<file path="config.mk">
export PLATFORM = sky130hd
export DESIGN_NAME = note_out_bridge
export DESIGN_NICKNAME = d
export VERILOG_FILES = /design/src/rtl/note_out_bridge.sv
export SDC_FILE = /design/constraint.sdc
export NUM_CORES = 1
export LEC_CHECK = 0
export BUFFER_PORTS_ARGS = -buffer_cell sky130_fd_sc_hd__buf_2
export CAP_MARGIN = 20
export CORE_UTILIZATION = 55
export DETAILED_ROUTE_END_ITERATION = 16
export PLACE_DENSITY_LB_ADDON = 0.25
export SYNTH_ARGS = -nofsm -noshare
export SYNTH_HDL_FRONTEND = slang
export SYNTH_SLANG_ARGS = --single-unit
export TNS_END_PERCENT = 30
</file>
<file path="constraint.sdc">
create_clock -name clk -period 6.11 [get_ports clk]
set_input_delay 0.9165 -clock clk [delete_from_list [all_inputs] [get_ports clk]]
set_output_delay 0.9165 -clock clk [all_outputs]
set_load 0.005 [all_outputs]
</file>
<file path="src/rtl/note_out_bridge.sv">
// ---------------------------------------------------------------------------
// note_out_bridge
//
// CPU-to-synth write bridge. The CPU writes note commands over a simple
// memory-mapped bus. The commands queue in a small FIFO. A sequencer holds
// each note on note_code/note_valid for its programmed duration, then
// inserts a silent gap before the next note.
//
// Register map (addr[3:2]):
//   0 NOTE   (W) d_in[6:0] note, d_in[15:8] duration in ticks,
//                d_in[22:16] velocity
//   1 STATUS (R) bit0 busy, bit1 full, bit2 empty, bit3 overflow,
//                bits[11:8] level
//   2 CTRL   (W) bit0 flush, bit1 clear overflow (self-clearing strobes)
//   3 reserved   reads 0, writes ignored
//
// Optional feature macro: NOTE_OUT_VELOCITY_EN
//   defined   : velocity is stored per entry and driven on note_vel
//   undefined : velocity is not stored and note_vel is tied to 0
//
// Parameters:
//   FIFO_DEPTH  queued commands (power of two, >= 2)
//   TICK_DIV    clk cycles per duration tick (>= 2)
//   GAP_TICKS   silent ticks after each note (0 = no gap state)
//
// Ports:
//   clk         system clock
//   rst         asynchronous active-low reset
//   addr        byte address (only addr[3:2] decoded)
//   d_in        write data
//   wr, rd      write / read strobes (one transfer per high cycle)
//   d_out       registered read data, held until the next rd
//   note_code   note currently played (held through the gap)
//   note_valid  high while a note is sounding
//   note_vel    velocity of the current note
//   busy        sequencer not idle, or FIFO non-empty
// ---------------------------------------------------------------------------
module note_out_bridge #(
    parameter int FIFO_DEPTH = 4,
    parameter int TICK_DIV   = 50000,
    parameter int GAP_TICKS  = 1
) (
    input  logic        clk,
    input  logic        rst,
    input  logic [31:0] addr,
    input  logic [31:0] d_in,
    input  logic        wr,
    input  logic        rd,
    output logic [31:0] d_out,
    output logic [6:0]  note_code,
    output logic        note_valid,
    output logic [6:0]  note_vel,
    output logic        busy
);

    localparam int PTR_W = (FIFO_DEPTH > 1) ? $clog2(FIFO_DEPTH) : 1;
    localparam int LVL_W = PTR_W + 1;
    localparam int PRE_W = $clog2(TICK_DIV);
    localparam bit HAS_GAP = (GAP_TICKS != 0);

`ifdef NOTE_OUT_VELOCITY_EN
    localparam int ENTRY_W = 22;
`else
    localparam int ENTRY_W = 15;
`endif

    typedef enum logic [1:0] {
        IDLE = 2'd0,
        PLAY = 2'd1,
        GAP  = 2'd2
    } state_t;

    // ---------------- bus decode ----------------
    logic sel_note, sel_ctrl;
    logic flush, clr_ovf, note_wr;

    assign sel_note = (addr[3:2] == 2'd0);
    assign sel_ctrl = (addr[3:2] == 2'd2);
    assign flush    = wr & sel_ctrl & d_in[0];
    assign clr_ovf  = wr & sel_ctrl & d_in[1];
    // A NOTE write coinciding with a flush is thrown away with the queue.
    assign note_wr  = wr & sel_note & ~flush;

    // ---------------- FIFO ----------------
    logic [ENTRY_W-1:0] mem [FIFO_DEPTH];
    logic [PTR_W-1:0]   wr_ptr_reg, rd_ptr_reg;
    logic [LVL_W-1:0]   level_reg;
    logic               ovf_reg;
    logic               full, empty, push, pop, ovf_event;
    logic [ENTRY_W-1:0] head, new_entry;
    logic [6:0]         head_code;
    logic [7:0]         head_dur;
    state_t             state_reg;

    assign full  = (level_reg == LVL_W'(FIFO_DEPTH));
    assign empty = (level_reg == '0);

    // The sequencer pops whenever it is idle and something is queued.
    assign pop   = (state_reg == IDLE) & ~empty & ~flush;
    // A write into a full FIFO still fits if the head leaves this cycle.
    assign push      = note_wr & (~full | pop);
    assign ovf_event = note_wr & full & ~pop;

`ifdef NOTE_OUT_VELOCITY_EN
    assign new_entry = {d_in[22:16], d_in[15:8], d_in[6:0]};
`else
    assign new_entry = {d_in[15:8], d_in[6:0]};
`endif

    // Head is read combinationally so a zero-duration entry can be
    // discarded in the same cycle it is popped.
    assign head      = mem[rd_ptr_reg];
    assign head_code = head[6:0];
    assign head_dur  = head[14:7];

    always_ff @(posedge clk) begin
        if (push) begin
            mem[wr_ptr_reg] <= new_entry;
        end
    end

    always_ff @(posedge clk or negedge rst) begin
        if (!rst) begin
            wr_ptr_reg <= '0;
            rd_ptr_reg <= '0;
            level_reg  <= '0;
        end else if (flush) begin
            wr_ptr_reg <= '0;
            rd_ptr_reg <= '0;
            level_reg  <= '0;
        end else begin
            if (push) wr_ptr_reg <= wr_ptr_reg + PTR_W'(1);
            if (pop)  rd_ptr_reg <= rd_ptr_reg + PTR_W'(1);
            case ({push, pop})
                2'b10:   level_reg <= level_reg + LVL_W'(1);
                2'b01:   level_reg <= level_reg - LVL_W'(1);
                default: level_reg <= level_reg;
            endcase
        end
    end

    // Overflow is sticky; a fresh overflow beats a simultaneous clear.
    always_ff @(posedge clk or negedge rst) begin
        if (!rst) begin
            ovf_reg <= 1'b0;
        end else if (ovf_event) begin
            ovf_reg <= 1'b1;
        end else if (clr_ovf) begin
            ovf_reg <= 1'b0;
        end
    end

    // ---------------- sequencer ----------------
    logic [PRE_W-1:0] presc_reg;
    logic [7:0]       remain_reg;
    logic             tick;
    logic [6:0]       vel_reg;

    assign tick = (presc_reg == PRE_W'(TICK_DIV - 1));

    always_ff @(posedge clk or negedge rst) begin
        if (!rst) begin
            state_reg  <= IDLE;
            presc_reg  <= '0;
            remain_reg <= '0;
            note_code  <= '0;
            vel_reg    <= '0;
            note_valid <= 1'b0;
        end else if (flush) begin
            state_reg  <= IDLE;
            presc_reg  <= '0;
            remain_reg <= '0;
            note_valid <= 1'b0;
        end else begin
            case (state_reg)
                IDLE: begin
                    // Zero-duration entries are popped and dropped here.
                    if (pop && (head_dur != 8'd0)) begin
                        note_code  <= head_code;
`ifdef NOTE_OUT_VELOCITY_EN
                        vel_reg    <= head[21:15];
`endif
                        remain_reg <= head_dur;
                        presc_reg  <= '0;
                        note_valid <= 1'b1;
                        state_reg  <= PLAY;
                    end
                end
                PLAY: begin
                    if (tick) begin
                        presc_reg <= '0;
                        if (remain_reg == 8'd1) begin
                            note_valid <= 1'b0;
                            if (HAS_GAP) begin
                                remain_reg <= 8'(GAP_TICKS);
                                state_reg  <= GAP;
                            end else begin
                                remain_reg <= '0;
                                state_reg  <= IDLE;
                            end
                        end else begin
                            remain_reg <= remain_reg - 8'd1;
                        end
                    end else begin
                        presc_reg <= presc_reg + PRE_W'(1);
                    end
                end
                GAP: begin
                    if (tick) begin
                        presc_reg <= '0;
                        if (remain_reg == 8'd1) begin
                            remain_reg <= '0;
                            state_reg  <= IDLE;
                        end else begin
                            remain_reg <= remain_reg - 8'd1;
                        end
                    end else begin
                        presc_reg <= presc_reg + PRE_W'(1);
                    end
                end
                default: begin
                    state_reg  <= IDLE;
                    note_valid <= 1'b0;
                end
            endcase
        end
    end

`ifdef NOTE_OUT_VELOCITY_EN
    assign note_vel = vel_reg;
`else
    assign note_vel = 7'd0;
`endif

    assign busy = (state_reg != IDLE) | ~empty;

    // ---------------- read path ----------------
    logic [31:0] status_word;
    logic [3:0]  level_nib;

    assign level_nib = 4'(level_reg);

    always_comb begin
        status_word       = '0;
        status_word[0]    = busy;
        status_word[1]    = full;
        status_word[2]    = empty;
        status_word[3]    = ovf_reg;
        status_word[11:8] = level_nib;
    end

    // Sampled before this edge's writes, so rd+wr returns pre-write state.
    always_ff @(posedge clk or negedge rst) begin
        if (!rst) begin
            d_out <= '0;
        end else if (rd) begin
            d_out <= (addr[3:2] == 2'd1) ? status_word : 32'd0;
        end
    end

    // Bits of the bus that this block never looks at.
`ifdef NOTE_OUT_VELOCITY_EN
    logic unused_bits;
    assign unused_bits = ^{addr[31:4], addr[1:0], d_in[31:23], d_in[7]};
`else
    logic unused_bits;
    assign unused_bits = ^{addr[31:4], addr[1:0], d_in[31:16], d_in[7], vel_reg};
`endif

endmodule
</file>
# Word-level counts from Yosys, hierarchy flattened
# Memory sizes are Yosys's and may differ from the RTL's.
# Index checks and enable logic that the tools add are counted.
# W data, S select, Z words.
[totals]
register_bits = 74
ramBits = 60
wordCells = 100
mem_count = 1
[classes]
eq_ne = 15
add_sub_neg = 6
bitwise = 16
n_mux = 34
reduce_logical = 18
[mem_list]
columns = ["name", "depth", "word_bits", "read_ports", "rd_ports_with_merged_regs", "wr", "line_no", "source"]
rows = [
  ["mem", 4, 15, 1, 0, 1, "85", "logic [ENTRY_W-1:0] mem [FIFO_DEPTH];"],
]
[op_table]
columns = ["op", "n"]
rows = [
  ["$mux W16", 3],
  ["$mux W8", 6],
  ["$pmux W16 S2", 1],
  ["$pmux W8 S3", 1],
  ["$mux W2", 10],
  ["$add A16 B1 Y16 const B", 1],
  ["$eq A16 B16 Y1 const B", 1],
  ["$ne A3 B3 Y1 const B", 4],
  ["$mux W11", 1],
  ["$and A1 B1 Y1", 10],
  ["$eq A8 B1 Y1 const B", 1],
  ["$mux W1", 8],
  ["$reduce_and A4 Y1", 2],
  ["$reduce_bool A2 Y1", 4],
  ["$reduce_bool A8 Y1", 1],
  ["$sub A8 B1 Y8 const B", 1],
  ["$eq A2 B1 Y1 const B", 3],
  ["$eq A2 B2 Y1 const B", 3],
  ["$pmux W2 S3", 1],
  ["$pmux W3 S2", 1],
  ["$reduce_bool A3 Y1", 2],
  ["$reduce_and A5 Y1", 1],
  ["$add A2 B1 Y2 const B", 2],
  ["$logic_not A2 Y1", 2],
  ["15 further kinds", 19],
]

# Longest topological paths before layout
[depth]
ltp_word = 10
mapped_depth = 10
depth_no_buf = 8

# Worst setup path before layout
# Ideal clock, no wire load.
[synth_path]
kind = "in2reg"
startpoint = "in wr"
endpoint = "mem mem[0][0], enable pin"
n_path_buf = 1
required_time_ns = 5.738
slack_ns = 3.410
setup_ns = 0.372
path_stages = 5
arrival_ns = 2.328
cell_sequence = "and4b_1 clkbuf_1 o211a_1 nor2b_1 and2_1"
[synth_between]
elab_chain_cells = 8
[synth_rtl]
columns = ["element", "line_no", "source"]
rows = [
  ["from (decl)", "47", "input logic wr,"],
  ["$and A1 B1 Y1 (2 in a row)", "79", "assign flush = wr & sel_ctrl & d_in[0];"],
  ["$not A1 Y1 (no source line)", "-", ""],
  ["$and A1 B1 Y1", "99", "assign pop = (state_reg == IDLE) & ~empty & ~flush;"],
  ["$or A1 B1 Y1", "101", "assign push = note_wr & (~full | pop);"],
  ["$and A1 B1 Y1 *", "101", ""],
  ["$mux W1 *", "117", "if (push) begin"],
  ["$mux W1 (implied by the code) *", "118", "mem[wr_ptr_reg] <= new_entry;"],
  ["to (decl)", "85", ""],
]
# Every way passes the cells marked *; elsewhere a longest branch is shown, timed or not.

# Worst setup path in the final report
[layout_path]
startpoint = "reg rd_ptr_reg[0]"
endpoint = "reg note_code[1]"
[layout_between]
elab_chain_cells = 4
[layout_rtl]
columns = ["element", "line_no", "source"]
rows = [
  ["from (decl)", "86", "logic [PTR_W-1:0] wr_ptr_reg, rd_ptr_reg;"],
  ["from (signal assigned)", "133", "if (pop) rd_ptr_reg <= rd_ptr_reg + PTR_W'(1);"],
  ["$mem_v2 Z4 W15 *", "-", ""],
  ["$reduce_bool A8 Y1", "178", "if (pop && (head_dur != 8'd0)) begin"],
  ["$logic_and A1 B1 Y1", "178", ""],
  ["$reduce_and A3 Y1 (no source line)", "-", ""],
  ["to (signal assigned)", "179", "note_code <= head_code;"],
  ["to (decl)", "50", "output logic [6:0] note_code,"],
]
# Marked as above.
# A chain may end at the register's enable or synchronous reset.

==> impl_metrics.csv <==
group,metric,value,unit
die,rows,36,
timing,rsz0062_at_grt,"false",
placement,portBuffers,36,
timing,setup_viol,0,
die,pin_count,116,
power_and_ir_drop,p_per_area,430.9,nW/um^2
setup_path,crit_path_start_kind,"flop",
power_and_ir_drop,p_seq_share,40.9,%
setup_path,cp_slowest_stage_delay,1.00,ns
timing,post-route-min-period,3.792,ns
cts,htree_num_levels,3,
die,core_area,9819,sq um
power_and_ir_drop,switchingPower,1.001,mW
setup_path,end_kind,"flop",
yosys,synth_top_area_share,32.29,%
timing,finalHoldViolCount,0,
cells_and_area,seq_area,3028,sq um
placement,hpwl,6974,um
yosys,netlist_area,5580,sq um
global_route,antenna_found_initial,0,
yosys,synth_warnings,0,
timing,tns,0,ns
setup_path,cp.depth,5,
detailed_routing,ant_nets,0,
cells_and_area,final_nets,552,
setup_path,worst_ep_required_time,6.39,ns
detailed_routing,viasPerCell,5.875,
placement,globalplace.congestion,0.8256,
power_and_ir_drop,ir_worst_vdd,250.9,uV
yosys,synth_commonest_cells,"edfxtp_1 (60), dfrtp_1 (49), buf_4 (35)",
detailed_routing,routedWlPerCell,17.46,um
yosys,ys_top_cells_by_area,"edfxtp_1 (32%), dfrtp_1 (22%), buf_4 (4.7%), mux4_2 (4.0%), ha_1 (2.7%)",
timing,relSlewSlack,34.58,%
power_and_ir_drop,clockPowerShare,19.2,%
yosys,syn_inst,442,
yosys,ys_ff_latch,109,
detailed_routing,routed_wl,10640,um
cells_and_area,multi_input_area,2205,sq um
setup_path,path_cells,"mux4_1 > or4_1 > o21ai_2 > nor2_1 > mux2_2",
setup_path,critical_path_buf_inv_count,0,
cts,root_buffer,"clkbuf_8",
cells_and_area,fill_cells,803,
setup_path,crit_fanout,17,
yosys,synthFlopType,"edfxtp_1",
power_and_ir_drop,swShare,39.22,%
setup_path,cp_top_family,"multiplexers",
global_route,grt_first_pass_wirelength,17220,um
detailed_routing,drtPass1Iterations,4,
die,die_area,10550,sq um
timing,tightest_slew,0.9813,ns
die,die_w,102.7,um
cells_and_area,largest_reg_flops,60,
cts,cts_buffers,9,
setup_path,crit_slowest_cell,"dfrtp_1",
outcome,status,"completed",
detailed_routing,num_vias,3578,
yosys,synth_cell_types,76,
die,die_h,102.7,um
cells_and_area,drive_gt1_share,19.54,%
cells_and_area,final_core_util,60.35,%
cells_and_area,n_antenna_cell,0,
die,start_util,56.83,%
timing,drv_slew,0,
cts,ctsResizeCount,0,
power_and_ir_drop,leakage,2.292,nW
timing,post-route-period-util,62.05,%
worst_hold_path,min_delay_path_depth,2,
cells_and_area,area_delta_synth_final,6.188,%
job,maxCapViolCount,0,
yosys,synthArstFlopShare,44.95,%
setup_path,worstSetupPathType,"flop to flop",
yosys,ys_seq_area_share,54.26,%
setup_path,crit_arrival,4.07,ns
cts,clk_latency,0.39,ns
yosys,yosysMostFrequentCell,"edfxtp_1",
global_route,grt_pass1_vias,3488,
cts,clk_pin_slew_worst_paths,0.11,ns
power_and_ir_drop,comb_power_share,39.9,%
detailed_routing,route.detailed.drc,0,
cts,clockBufferDepth,2,
detailed_routing,drtIter0Drc,233,
timing,finClkSkew,0.01197,ns
global_route,grt_usage,21.86,%
cts,cts_sinks,109,
yosys,yosysTopAreaCell,"edfxtp_1",
cts,cts_tree,"built",
global_route,grt_max_degree,50,
yosys,synth_edf_count,60,
global_route,overflow,0,
power_and_ir_drop,p_int,1.552,mW
yosys,syn_area_per_cell,12.63,sq um
timing,fmax,263.7,MHz
setup_path,reg2reg_depth,5,
cts,hold_buffers,0,
power_and_ir_drop,p_total,2.553,mW
cts,post_cts_buffers,0,
worst_hold_path,hold_path.class,"flop to flop",
==> cells in the final DEF, fill, tap and decap left out, types with 10 or more instances in the layout <==
cell type,Yosys,final
a21oi_1,14,14
buf_2,1,36
conb_1,1,32
dfrtp_1,49,49
edfxtp_1,60,60
ha_1,12,12
inv_1,26,26
mux4_2,10,10
nand2_1,17,17
nand3_1,16,16
nor2_1,24,24
nor3_1,16,16
o21ai_0,10,10
==> worst min-delay path, delay by kind of cell, from the launching register on <==
family,cells,cell delay (ns)
AO/OA/AOI/OAI,1,0.06
AND/OR/NAND/NOR,1,0.05
flip-flops,1,0.38
==> final timing paths <==
path,start,end,slack [ns]
min,ovf_reg,ovf_reg,0.52
max in group asynchronous,rst,level_reg[2],5.01
min in group asynchronous,rst,remain_reg[5],0.63
max,rd_ptr_reg[0],note_code[1],2.32
max reg2reg,rd_ptr_reg[0],note_code[1],2.32
min reg2reg,ovf_reg,ovf_reg,0.52
==> power groups by stage <==
| stage | Combinational, mW | Sequential [mW] | Clock [mW] |
|---|---|---|---|
| after CTS | 1.01 | 1.04 | 0.497 |
| final | 1.02 | 1.04 | 0.490 |
| after global placement | 0.971 | 1.05 | 0 |
| after global routing | 1.12 | 1.07 | 0.523 |
| after floorplan | 0.886 | 0.987 | 0 |
| after detailed placement | 1.00 | 1.06 | 0 |
==> cells by family after synthesis <==
family	count (synthesis)	synth area share [%]
AND/OR/NAND/NOR	118	11.77
flip-flops	109	54.26
AO/OA/AOI/OAI	89	12.24
buffers and inverters	77	8.318
multiplexers	30	9.507
adder cells (fa/ha/maj)	13	3.049
XOR/XNOR	5	0.7849
other	1	0.06720
==> routing by layer <==
metal,part of all wire (%),vias up,GRT usage [%]
met1,45,1754,29.38
met5,0,-,0
met3,4.8,23,4.068
met2,48,125,34.97
met4,2.1,0,9.670
li1,-,1676,-
==> cell type report <==
class,instances,share of cell area (%)
clock buffers,9,2.090
clock inverters,7,1.858
inverters,26,1.647
multi-input cells,287,37.20
flip-flops and latches,109,51.10
well taps,133,2.808
repair buffers,38,3.294
==> through the flow <==
step	setup WS [ns]	area [sq um]	hold slack [ns]	cells
after floorplan	3.410	5697	0.4680	473
after global placement	2.309	5692	0.4882	593
after detailed placement	2.340	5692	0.4999	593
after CTS	2.308	5926	0.5244	609
after global routing	2.098	5926	0.5490	609
final	2.318	5926	0.5219	609
No activity file was read; power rests on OpenSTA's default activity.
